## config.mk

```make
export PLATFORM = sky130hd
export DESIGN_NAME = first_sweep_ctrl
export DESIGN_NICKNAME = d
export VERILOG_FILES = /design/src/rtl/first_sweep_ctrl_pkg.sv /design/src/rtl/first_sweep_ctrl_hold_timer.sv /design/src/rtl/first_sweep_ctrl.sv
export SDC_FILE = /design/constraint.sdc
export NUM_CORES = 1
export LEC_CHECK = 0
export ABC_AREA = 0
export BUFFER_PORTS_ARGS = -buffer_cell sky130_fd_sc_hd__buf_2
export CAP_MARGIN = 20
export CORE_MARGIN = 2
export CORE_UTILIZATION = 55
export CTS_BUF_LIST = sky130_fd_sc_hd__clkbuf_8
export DETAILED_ROUTE_END_ITERATION = 12
export PLACE_DENSITY_LB_ADDON = 0.1
export SYNTH_ARGS = -nofsm -noshare
export SYNTH_HDL_FRONTEND = slang
export SYNTH_SLANG_ARGS = --single-unit
```

## constraint.sdc

```tcl
create_clock -name clk -period 7 [get_ports clk]
set_input_delay 0.7 -clock clk [delete_from_list [all_inputs] [get_ports clk]]
set_output_delay 0.7 -clock clk [all_outputs]
set_load 0.03 [all_outputs]
```

## src/rtl/first_sweep_ctrl_pkg.sv

```systemverilog
// Shared constants for the `first` input sweeper: combination count, index width, FSM encodings.
// No logic; no latency.
// No flow control.
package first_sweep_ctrl_pkg;

  localparam int N_COMBOS = 8;
  localparam int IDX_W    = 3;

  localparam logic [1:0] S_IDLE   = 2'd0;
  localparam logic [1:0] S_SETTLE = 2'd1;
  localparam logic [1:0] S_DONE   = 2'd2;

endpackage

```

## src/rtl/first_sweep_ctrl_hold_timer.sv

```systemverilog
// Loadable down-counter that measures how long one {a,b,c} combination is held.
// zero is combinational from the count; a load takes effect on the next edge.
// No flow control; counts whenever enabled and parks at zero.
module first_hold_timer #(
  parameter int HOLD_CYCLES = 20
) (
  input  logic clk,
  input  logic rst_n,
  input  logic load,
  input  logic en,
  output logic zero
);

  localparam int CNT_W = $clog2(HOLD_CYCLES + 1);

  logic [CNT_W-1:0] cnt;

  always_ff @(posedge clk or negedge rst_n) begin
    if (!rst_n) begin
      cnt <= '0;
    end else if (load) begin
      cnt <= CNT_W'(HOLD_CYCLES - 1);
    end else if (en && (cnt != '0)) begin
      cnt <= cnt - 1'b1;
    end
  end

  assign zero = (cnt == '0);

endmodule

```

## src/rtl/first_sweep_ctrl.sv

```systemverilog
// Sweeps {a,b,c} through all 8 combinations for `first`, sampling and checking {f1,f2} per index.
// Each index is held HOLD_CYCLES cycles; done pulses 8*HOLD_CYCLES+1 edges after the start edge.
// start is ignored outside IDLE; abort returns to IDLE on the next edge and wins over start.
module first_sweep_ctrl
  import first_sweep_ctrl_pkg::*;
#(
  parameter int         HOLD_CYCLES = 20,
  parameter logic [7:0] EXP_F1      = 8'h00,
  parameter logic [7:0] EXP_F2      = 8'h00,
  parameter bit         CHECK_EN    = 1'b1
) (
  input  logic        clk,
  input  logic        rst_n,
  input  logic        start,
  input  logic        abort,
  input  logic        f1,
  input  logic        f2,
  output logic        a,
  output logic        b,
  output logic        c,
  output logic        busy,
  output logic        done,
  output logic [15:0] results,
  output logic [7:0]  mismatch,
  output logic        err
);

  logic [1:0]       state;
  logic [IDX_W-1:0] idx;
  logic [IDX_W-1:0] drv;
  logic             tmr_load;
  logic             tmr_zero;

  // Reload on an accepted start and at every index boundary; abort leaves the timer alone
  // because the next accepted start reloads it anyway.
  assign tmr_load = ((state == S_IDLE) && start && !abort) ||
                    ((state == S_SETTLE) && tmr_zero);

  first_hold_timer #(
    .HOLD_CYCLES (HOLD_CYCLES)
  ) u_hold_timer (
    .clk   (clk),
    .rst_n (rst_n),
    .load  (tmr_load),
    .en    (state == S_SETTLE),
    .zero  (tmr_zero)
  );

  always_ff @(posedge clk or negedge rst_n) begin
    if (!rst_n) begin
      state    <= S_IDLE;
      idx      <= '0;
      drv      <= '0;
      done     <= 1'b0;
      results  <= 16'h0;
      mismatch <= 8'h0;
      err      <= 1'b0;
    end else begin
      done <= 1'b0;
      err  <= |mismatch;
      if (abort) begin
        state <= S_IDLE;
        drv   <= '0;
      end else begin
        case (state)
          S_IDLE: begin
            if (start) begin
              state    <= S_SETTLE;
              idx      <= '0;
              drv      <= '0;
              results  <= 16'h0;
              mismatch <= 8'h0;
            end
          end
          S_SETTLE: begin
            if (tmr_zero) begin
              results[{idx, 1'b0} +: 2] <= {f1, f2};
              mismatch[idx] <= CHECK_EN && ({f1, f2} != {EXP_F1[idx], EXP_F2[idx]});
              if (idx == IDX_W'(N_COMBOS - 1)) begin
                state <= S_DONE;
                drv   <= '0;
              end else begin
                idx <= idx + 1'b1;
                drv <= idx + 1'b1;
              end
            end
          end
          S_DONE: begin
            done  <= 1'b1;
            state <= S_IDLE;
          end
          default: state <= S_IDLE;
        endcase
      end
    end
  end

  assign {a, b, c} = drv;
  assign busy      = (state == S_SETTLE);

endmodule
```

Yosys cells after proc, flatten, opt, wreduce, memory -nomap -nowiden
Memory sizes are Yosys's and may differ from the RTL's.
Index checks and enable logic that the tools add are counted.
- reductions and logical operators: 18
- bitwise logic cells: 1
- muxes and demuxes: 28
- multiply operators: 0
- div/mod/pow operators: 0
- equal/unequal tests: 10
- order comparisons: 2
- shift-type cells: 2
- $add $sub $neg: 3
- operators by type and width (kind ; count):
    16-bit two-way mux ; 2
    16-bit case mux with 2 select lines ; 1
    3-bit two-way mux ; 6
    16-bit bitwise mux ; 1
    8-bit two-way mux ; 2
    8-bit case mux with 2 select lines ; 1
    2-bit by 6-bit variable shift with 16-bit output (first input constant) ; 1
    2-bit by 6-bit variable part select with 16-bit output ; 1
    3-bit case mux with 2 select lines ; 2
    5-bit two-way mux ; 2
    3-bit != test (second input constant) ; 3
    8-bit bitwise mux ; 1
    2-bit two-way mux ; 4
    8-bit OR reduction ; 1
    2-bit != test (second input constant) ; 3
    4-bit negator with 6-bit output ; 1
    3-bit AND reduction ; 2
    1-bit logical AND ; 5
    5-bit logical NOT ; 1
    5-bit AND reduction ; 1
    5-bit nonzero test ; 1
    5-bit by 1-bit subtractor with 5-bit output (second input constant) ; 1
    3-bit by 4-bit < comparator with 1-bit output (second input constant) ; 1
    1-bit two-way mux ; 4
    15 further kinds ; 16
- memories: 1
- bits in registers: 39
- ROM bits: 8
- bits of input ports: 6
- logic and storage cells: 73
- bits in writable memories: 0
- latch bits: 0
- memories (name ; depth ; bits a word ; rd ports ; clocked after memory_dff ; wr ports ; line ; source):
    (no name shown) ; 8 ; 1 ; 1 ; 0 ; 0 ; first_sweep_ctrl.sv:78 ; mismatch[idx] <= CHECK_EN && ({f1, f2} != {EXP_F1[idx], EXP_F2[idx]});

Longest topological paths before layout
Gate-level depths: netlist (run 1).
- word-level depth: 7
- mapped depth: 8
- gate-level depth less buffers: 7

By module
From an unflattened synthesis (run 1), not the netlist that was laid out.
- cell total of the unflattened synthesis: 194
- area total of the unflattened synthesis: 1949.4 sq um
- by module, submodules not included (module ; cells each ; area each (sq um) ; times used):
    first_sweep_ctrl ; 168 ; 1665.3 ; 1
    first_hold_timer ; 26 ; 284.0 ; 1

Least setup slack after synthesis (run 1)
No wires, ideal clock.
- kind: reg-to-reg
- from: reg idx[1]
- to: reg results[8]
- cell stages (with the launch flop): 8
- required time: 6.921 ns
- arrival: 2.268 ns
- setup slack: 4.652 ns
- path through: dfrtp_1 -> clkbuf_1 -> inv_1 -> ha_1 -> ha_1 -> or4b_2 -> nor3_1 -> mux2i_1
- word-level cells in the longest chain between the ends: 5
- ends and longest elaborated chain (element ; line ; source):
    start, declared ; first_sweep_ctrl.sv:29 ; logic [IDX_W-1:0] idx;
    start signal, assigned ; first_sweep_ctrl.sv:83 ; idx <= idx + 1'b1;
    4-bit negator with 6-bit output * ; first_sweep_ctrl.sv:77 ; results[{idx, 1'b0} +: 2] <= {f1, f2};
    2-bit by 6-bit variable part select with 16-bit output or 2-bit by 6-bit variable shift with 16-bit output (tied branches) ; first_sweep_ctrl.sv:77 ;
    16-bit bitwise mux * ; first_sweep_ctrl.sv:77 ;
    16-bit two-way mux * ; first_sweep_ctrl.sv:76 ; if (tmr_zero) begin
    16-bit case mux with 2 select lines * ; first_sweep_ctrl.sv:65 ; case (state)
    end signal, assigned by index ; first_sweep_ctrl.sv:77 ;
    end, declared ; first_sweep_ctrl.sv:23 ; output logic [15:0] results,
Mark *: on every way between the ends. The rest lies on a longest branch, timed or not. The select of a mux whose other input is x is not followed.
A chain may end at the register's enable or synchronous reset.

Worst setup path in the final report (run 1)
- from: reg idx[0]
- to: reg results[8]
Same word-level chain as after synthesis.

==> flow_summary.json, run 1 <==
{
  "status": "completed",
  "synthFlopType": "dfrtp_1",
  "synth-adder-area-share_pct": 4.94,
  "final_area_um2": 2300,
  "drc_errors": 0,
  "root_buffer": "clkbuf_8",
  "clkPwrFrac_pct": 32.5,
  "crit_path_end_kind": "flip-flop",
  "hold_class": "flip-flop to flip-flop",
  "min_period_ns": 2.85,
  "cp.required_ns": 7.22,
  "seq_area_frac_synth_pct": 48.2,
  "num_antenna_cells": 0,
  "drt_iter0_markers": 95,
  "nets": 247,
  "netlist.area_leader.share_pct": 48.2,
  "first_pass_iters": 4,
  "drv_slew": 0,
  "htreeDepth": 2,
  "synthSimpleGateAreaFrac_pct": 24.7,
  "grt.busiest_layer": "met2",
  "power_frac_seq_pct": 55.8,
  "syn_inst": 200,
  "grt_util_met3_pct": 5.73,
  "drive_above_1_share_pct": 22.2,
  "report.final.hold_viol_count": 0,
  "cp_top_family": "simple AND/OR/NAND/NOR gates",
  "place_congestion": 0.840,
  "worst_slack_ns": 4.15,
  "gr-usage-all-layers_pct": 24.5,
  "cts.path.max_buffers": 2,
  "p_per_area_nw_per_um2": 194,
  "ant_nets": 0,
  "via_per_inst": 6.02,
  "ys_types": 41,
  "cpPeakStageDelay_ns": 0.72,
  "critical_path.cell_chain": "inv_1, ha_1, ha_1, or4b_2, nor3_1, mux2i_1",
  "power.switching_mw": 0.126,
  "synth_warnings": 0,
  "crit_buf_inv": 1,
  "die_x_um": 64.7,
  "clk_latency_ns": 0.30,
  "dpl-instance-area_um2": 2220,
  "synth_top_family_by_area": "simple AND/OR/NAND/NOR gates",
  "crit_path_frequent_cell": "ha_1",
  "cts_tree": "built",
  "cts_resized": 0,
  "cts_setup_buffers": 0,
  "synth_edf_count": 0,
  "pwr-share-comb_pct": 11.7,
  "cpMaxStageDelayCell": "dfrtp_1",
  "ir_drop_mv": 0.119,
  "grt_overflow": 0,
  "fin_tns_setup_ns": 0,
  "timing.fmax_mhz": 351,
  "grt_max_degree": 40,
  "drv_cap": 0,
  "vias": 1699,
  "globalRouteMet1Util_pct": 32.0,
  "sw_frac_of_total_pct": 28.3,
  "setup_viol_count_final": 0,
  "skew_ns": 0.00404,
  "synth_area_leader_cell": "dfrtp_1",
  "ioPinCount": 36,
  "synth-compound-area-share_pct": 14.3,
  "cp_max_fo": 20,
  "worstSetupStartpointType": "flip-flop",
  "final.fill_count": 314,
  "postSynthAreaPerCell_um2": 10.1,
  "place_ws_ns": 4.18,
  "core_um2": 3610,
  "power_mw": 0.446,
  "synth_xor_area_share_pct": 0,
  "numClockSinks": 39,
  "met2_usage_pct": 37.9,
  "rows": 22,
  "grt_setup_unrepaired": "no",
  "crit_type": "flip-flop to flip-flop",
  "dp_hpwl_um": 3270,
  "fin_crit_sh_pct": 40.7,
  "tightest_slew_ns": 0.842,
  "synth_area_leaders": "dfrtp_1 (48%), nand2_1 (5.7%), ha_1 (4.9%)",
  "syn-cell-area_um2": 2020,
  "io_buffers": 35,
  "post_drt_wl_per_cell_um": 16.0,
  "synthArstFlopShare_pct": 100,
  "p_int_mw": 0.320,
  "yosys_register_bits": 39,
  "fp.dieH_um": 64.7,
  "syn_to_final_growth_pct": 13.6,
  "syn_nets": 214,
  "grt_pass1_wl_um": 7870,
  "die_area_um2": 4180,
  "final_common_cell": "dfrtp_1",
  "initial_utilization_pct": 56.1,
  "antenna_found_initial": 0,
  "p_leak_nw": 1.06,
  "drt_wl_total_um": 4520,
  "grt_pass1_vias": 1697,
  "arrival_ns": 3.07,
  "cts_hold_buf": 0,
  "synth_mux_area_share_pct": 3.96,
  "slew_headroom_pct": 43.9,
  "final_cell_mix": "dfrtp_1 (39), buf_2 (35), nand2_1 (31), o21ai_0 (18), nand3_1 (10)",
  "cts_buffers": 5,
  "clk_transition_reported_paths_ns": 0.07
}
## per-layer routing
layer	vias up	wire, µm
met5	-	0
met4	0	76
met3	8	255
met2	62	2190
met1	827	2000
li1	802	-
## cell usage after synthesis (4+ instances only)
master	instances
dfrtp_1	39
clkbuf_1	6
o211ai_1	5
nor2_1	7
nand3_1	10
inv_1	7
nand2_1	31
mux2i_1	8
nor3_1	4
o311ai_0	4
a21oi_1	4
ha_1	8
o21ai_0	18
## cell families (layout without fill, tap and decap cells)
family / Yosys count / after routing
fa+ha+maj: 8 / 8
mux: 8 / 8
buf+inv: 18 / 52
flops: 39 / 39
simple gates: 83 / 83
compound gates: 44 / 44
## registers in the layout (all words and copies together), names as in the netlist
name	flops
done	1
drv	3
err	1
idx	3
mismatch	8
results	16
state	2
u_hold_timer.cnt	5
## power by group through the flow
stage          registers (mW)  clock network, mW  logic, mW
2_1_floorplan           0.251                  0     0.0365
3_3_place_gp            0.252                  0     0.0493
3_5_place_dp            0.253                  0     0.0524
4_1_cts                 0.249              0.147     0.0523
5_1_grt                 0.250              0.155     0.0590
6_report                0.249              0.145     0.0520
## worst register-to-register path: stages, from the launching register on
cell	delay, ns
dfrtp_1	0.72
inv_1	0.18
ha_1	0.27
ha_1	0.47
or4b_2	0.62
nor3_1	0.30
mux2i_1	0.22
## cell type report
cell class,count,area (µm²),area share (%)
repair buffers,36,183,7.94
flip-flops and latches,39,976,42.4
multi-input cells,143,970,42.2
clock inverters,3,12.5,0.544
well taps,48,60.1,2.61
clock buffers,5,68.8,2.99
inverters,8,30.0,1.31
## metrics by stage
stage                     std cells  utilization, %  hold slack [ns]
final                           282            63.8            0.493
after global routing            282            63.8            0.515
after CTS                       282            63.8            0.497
after detailed placement        274            61.5            0.468
after global placement          274            61.5            0.468
after floorplan                 200               -            0.404
## path summary, 6_finish.rpt
path | start | end | slack (ns) | cells past startpoint
worst max-delay path | idx[0]$_DFFE_PN0P_ | results[8]$_DFFE_PN0P_ | 4.15 | 6
worst min-delay path | results[4]$_DFFE_PN0P_ | results[4]$_DFFE_PN0P_ | 0.49 | 2
worst max register to register | idx[0]$_DFFE_PN0P_ | results[8]$_DFFE_PN0P_ | 4.15 | 6
worst min register to register | results[4]$_DFFE_PN0P_ | results[4]$_DFFE_PN0P_ | 0.49 | 2
max in group asynchronous | rst_n | results[3]$_DFFE_PN0P_ | 5.96 | 1
min in group asynchronous | rst_n | err$_DFF_PN0_ | 0.50 | 1
No activity file was read; power rests on OpenSTA's default activity.
==> run 2, diff against run 1 <==
- clock period: 7 -> 2.8 ns (I/O delays scaled with it)
==> flow_summary.json, run 2 (same netlist as run 1, synthesis figures left out) <==
{
  "drv_cap": 0,
  "grt_overflow": 0,
  "cts_buffers": 5,
  "ant_nets": 0,
  "fin_tns_setup_ns": 0,
  "antenna_found_initial": 0,
  "grt_setup_unrepaired": "no",
  "place_congestion": 0.830,
  "drt_wl_total_um": 4510,
  "die_area_um2": 4180,
  "drt_iter0_markers": 118,
  "timing.fmax_mhz": 407,
  "p_leak_nw": 1.09,
  "rows": 22,
  "io_buffers": 35,
  "drc_errors": 0,
  "cp_top_family": "simple AND/OR/NAND/NOR gates",
  "top_regs": "results: 16 flops, mismatch: 8 flops, u_hold_timer.cnt: 5 flops",
  "largest_register": "results",
  "cp_max_fo": 12,
  "gr-usage-all-layers_pct": 23.8,
  "nets": 251,
  "first_pass_iters": 4,
  "cts_hold_buf": 0,
  "final.fill_count": 301,
  "tightest_slew_ns": 0.843,
  "crit_type": "flip-flop to flip-flop",
  "power_mw": 1.24,
  "drv_slew": 0,
  "dp_hpwl_um": 3290,
  "p_per_area_nw_per_um2": 525,
  "cts.path.max_buffers": 2,
  "vias": 1695,
  "report.final.hold_viol_count": 0,
  "die_x_um": 64.7,
  "critical_path.cell_chain": "inv_1, ha_1, ha_1, or4b_2, nor3_1, mux2i_1",
  "grt_pass1_vias": 1721,
  "cpPeakStageDelay_ns": 0.58,
  "crit_buf_inv": 1,
  "clk_latency_ns": 0.30,
  "ioPinCount": 36,
  "num_antenna_cells": 0,
  "crit_path_frequent_cell": "ha_1",
  "cts_setup_buffers": 0,
  "crit_path_end_kind": "flip-flop",
  "final_cell_mix": "dfrtp_1 (39), buf_2 (35), nand2_1 (31), o21ai_0 (18), nand3_1 (10)",
  "root_buffer": "clkbuf_8",
  "largest_reg_flops": 16,
  "status": "completed",
  "cpMaxStageDelayCell": "or4b_2",
  "fp.dieH_um": 64.7,
  "grt_pass1_wl_um": 7780,
  "min_period_ns": 2.46,
  "skew_ns": 0.0117,
  "grt_max_degree": 40,
  "ir_drop_mv": 0.480,
  "final_common_cell": "dfrtp_1",
  "numClockSinks": 39,
  "arrival_ns": 2.66,
  "initial_utilization_pct": 56.1,
  "post_drt_wl_per_cell_um": 15.8,
  "clk_transition_reported_paths_ns": 0.08,
  "cp.required_ns": 3.01,
  "slew_headroom_pct": 43.8,
  "drive_above_1_share_pct": 24.4,
  "cts_tree": "built",
  "cts_resized": 0,
  "htreeDepth": 2,
  "core_um2": 3610,
  "hold_class": "input pin to asynchronous set/reset pin",
  "fin_crit_sh_pct": 87.8,
  "via_per_inst": 5.93,
  "syn_to_final_growth_pct": 16.9,
  "worstSetupStartpointType": "flip-flop",
  "setup_viol_count_final": 0
}
-- run 2: changes by cell type in the layout (fill, tap and decap cells not counted), sizes merged --
| cell | before | now |
|---|---|---|
| inv | 10 | 8 |
| clkbuf | 5 | 6 |
| buf | 36 | 40 |
| bufinv | 0 | 1 |
-- run 2: metrics by stage --
stage                     utilization (%)  instance area [µm²]  cells  hold WS [ns]  setup slack, ns
after floorplan                         -                 2020    200       -0.0156            0.452
after global placement               62.4                 2250    278         0.416            0.487
after detailed placement             62.4                 2250    278         0.438            0.372
after CTS                            65.6                 2370    286         0.113            0.340
after global routing                 65.6                 2370    286         0.142            0.160
final                                65.6                 2370    286        0.0760            0.342
-- run 2: where the power goes --
part / internal [mW] / switching [mW]
clock: 0.288 / 0.198
combinational: 0.0465 / 0.0892
sequential: 0.588 / 0.0317
-- run 2: per-layer routing --
| layer | wire, µm | track usage (%) | vias up |
|---|---|---|---|
| met4 | 62 | 6.65 | 0 |
| met5 | 0 | 0 | - |
| met1 | 2070 | 30.4 | 827 |
| met3 | 172 | 5.21 | 9 |
| li1 | - | - | 814 |
| met2 | 2200 | 40.9 | 45 |
-- run 2: final timing paths --
check                                        start                 endpoint  slack [ns]  depth (start not counted)
min reg2reg                results[10]$_DFFE_PN0P_  results[10]$_DFFE_PN0P_        0.50                          2
min in group clk                                f1   results[1]$_DFFE_PN0P_        0.32                          3
min                                          rst_n  mismatch[5]$_DFFE_PN0P_        0.08                          1
max                             idx[1]$_DFFE_PN0P_   results[9]$_DFFE_PN0P_        0.34                          6
max in group asynchronous                    rst_n  results[12]$_DFFE_PN0P_        2.17                          1
max reg2reg                     idx[1]$_DFFE_PN0P_   results[9]$_DFFE_PN0P_        0.34                          6
-- run 2: cell type report --
cell class                      count  area, µm²  area share [%]
Sequential cell                    39        976            41.2
Multi-Input combinational cell    143        970            41.0
Timing Repair Buffer               40        213            8.99
Clock buffer                        6       82.6            3.49
Tap cell                           48       60.1            2.54
Clock inverter                      2       35.0            1.48
Inverter                            8       30.0            1.27
==> run 3, diff against run 2 <==
- BUFFER_PORTS_ARGS: -buffer_cell sky130_fd_sc_hd__buf_2 -> -buffer_cell sky130_fd_sc_hd__clkbuf_2
- PLACE_DENSITY_LB_ADDON: 0.1 -> 0.25
==> flow_summary.json, run 3 (same netlist as run 1, synthesis figures left out) <==
{
  "vias": 1644,
  "skew_ns": 0.00916,
  "report.final.hold_viol_count": 0,
  "ant_nets": 0,
  "whs_path_depth": 3,
  "via_per_inst": 5.71,
  "numClockSinks": 39,
  "tightest_slew_ns": 0.802,
  "drive_above_1_share_pct": 23.8,
  "grt_pass1_wl_um": 7620,
  "ioPinCount": 36,
  "drt_iter0_markers": 88,
  "status": "completed",
  "final.fill_count": 309,
  "worst_slack_ns": 0.575,
  "syn_to_final_growth_pct": 16.6,
  "die_area_um2": 4180,
  "drc_errors": 0,
  "fin_crit_sh_pct": 79.5,
  "largest_reg_flops": 16,
  "place_congestion": 0.840,
  "ir_drop_mv": 0.383,
  "p_leak_nw": 1.06,
  "grt_max_degree": 40,
  "r2r_slack_ns": 0.58,
  "reg2regPathDepth": 5,
  "crit_path_end_kind": "flip-flop",
  "cts_resized": 0,
  "final_cell_mix": "dfrtp_1 (39), clkbuf_2 (35), nand2_1 (31), o21ai_0 (18), nand3_1 (10)",
  "min_from": "f2",
  "root_buffer": "clkbuf_8",
  "io_buffers": 35,
  "antenna_found_initial": 0,
  "hold_class": "input pin to flip-flop",
  "final_common_cell": "dfrtp_1",
  "dp_hpwl_um": 3210,
  "cp_max_fo": 11,
  "num_antenna_cells": 0,
  "timing.fmax_mhz": 449,
  "core_um2": 3610,
  "grt_pass1_vias": 1625,
  "slew_headroom_pct": 46.4,
  "fin_tns_setup_ns": 0,
  "clk_transition_reported_paths_ns": 0.08,
  "top_regs": "results: 16 flops, mismatch: 8 flops, u_hold_timer.cnt: 5 flops",
  "drt_wl_total_um": 4400,
  "clk_latency_ns": 0.30,
  "setup_viol_count_final": 0,
  "post_drt_wl_per_cell_um": 15.3,
  "r2r_end": "results[9]$_DFFE_PN0P_",
  "cts_hold_buf": 0,
  "drv_slew": 0,
  "largest_register": "results",
  "fp.dieH_um": 64.7,
  "grt_setup_unrepaired": "no",
  "arrival_ns": 2.45,
  "p_per_area_nw_per_um2": 474,
  "worstSetupStartpointType": "flip-flop",
  "drv_cap": 0,
  "cts.path.max_buffers": 2,
  "htreeDepth": 2,
  "cts_buffers": 5,
  "min_period_ns": 2.22,
  "grt_overflow": 0,
  "whs_endpoint": "results[8]$_DFFE_PN0P_",
  "cp.required_ns": 3.03,
  "nets": 253,
  "gr-usage-all-layers_pct": 24.1,
  "die_x_um": 64.7,
  "place_ws_ns": 0.565,
  "first_pass_iters": 4,
  "cts_setup_buffers": 0,
  "rr_startpoint": "idx[2]$_DFFE_PN0P_",
  "crit_type": "flip-flop to flip-flop",
  "cts_tree": "built",
  "initial_utilization_pct": 56.1,
  "rows": 22
}
[run 3: layout make-up]
type                            count  area [µm²]  area share, %
Sequential cell                    39         976           41.4
Multi-Input combinational cell    143         970           41.1
Timing Repair Buffer               42         243           10.3
Clock buffer                        5        68.8           2.92
Tap cell                           48        60.1           2.55
Inverter                            8        30.0           1.27
Clock inverter                      3        12.5          0.530
[run 3: metal layers]
layer / vias to the layer above / share of wire (%) / routed length [µm] / GRT usage [%]
li1: 815 / - / - / -
met5: - / 0 / 0 / 0
met4: 0 / 2.0 / 87 / 9.84
met2: 43 / 48 / 2110 / 37.8
met3: 8 / 4.5 / 196 / 5.38
met1: 778 / 46 / 2010 / 32.6
[run 3: how the worst max path moves through the flow]
stage / from / endpoint / slack, ns
finish: idx[2]$_DFFE_PN0P_ / results[9]$_DFFE_PN0P_ / 0.58
global placement: idx[2]$_DFFE_PN0P_ / results[8]$_DFFE_PN0P_ / 0.66
global route: idx[2]$_DFFE_PN0P_ / results[8]$_DFFE_PN0P_ / 0.44
detailed placement: idx[2]$_DFFE_PN0P_ / results[9]$_DFFE_PN0P_ / 0.56
floorplan: idx[1]$_DFFE_PN0P_ / results[8]$_DFFE_PN0P_ / 0.45
CTS: idx[2]$_DFFE_PN0P_ / results[9]$_DFFE_PN0P_ / 0.56
[run 3: power breakdown]
| group | switching [mW] | internal, mW | total, mW | leakage (nW) |
|---|---|---|---|---|
| clock | 0.196 | 0.167 | 0.364 | 0.0505 |
| combinational | 0.0862 | 0.0487 | 0.135 | 0.484 |
| sequential | 0.0323 | 0.588 | 0.620 | 0.531 |
| total | 0.315 | 0.804 | 1.12 | 1.06 |
[run 3: per-stage QoR]
step	power (mW)	cell area, µm²	util, %	std cells	hold WS [ns]
finish	1.12	2360	65.4	288	0.285
global route	1.18	2360	65.4	288	0.312
CTS	1.12	2330	64.6	286	0.145
detailed placement	0.763	2250	62.4	278	0.470
global placement	0.759	2250	62.4	278	0.466
floorplan	0.719	2020	-	200	-0.0156
[run 3: worst max-delay path, cell delays in order, from the launching register on]
cell and delay [ns]:
dfrtp_1 0.57, inv_1 0.15, ha_1 0.32, or4b_2 0.58, nor3_1 0.31, mux2i_1 0.22
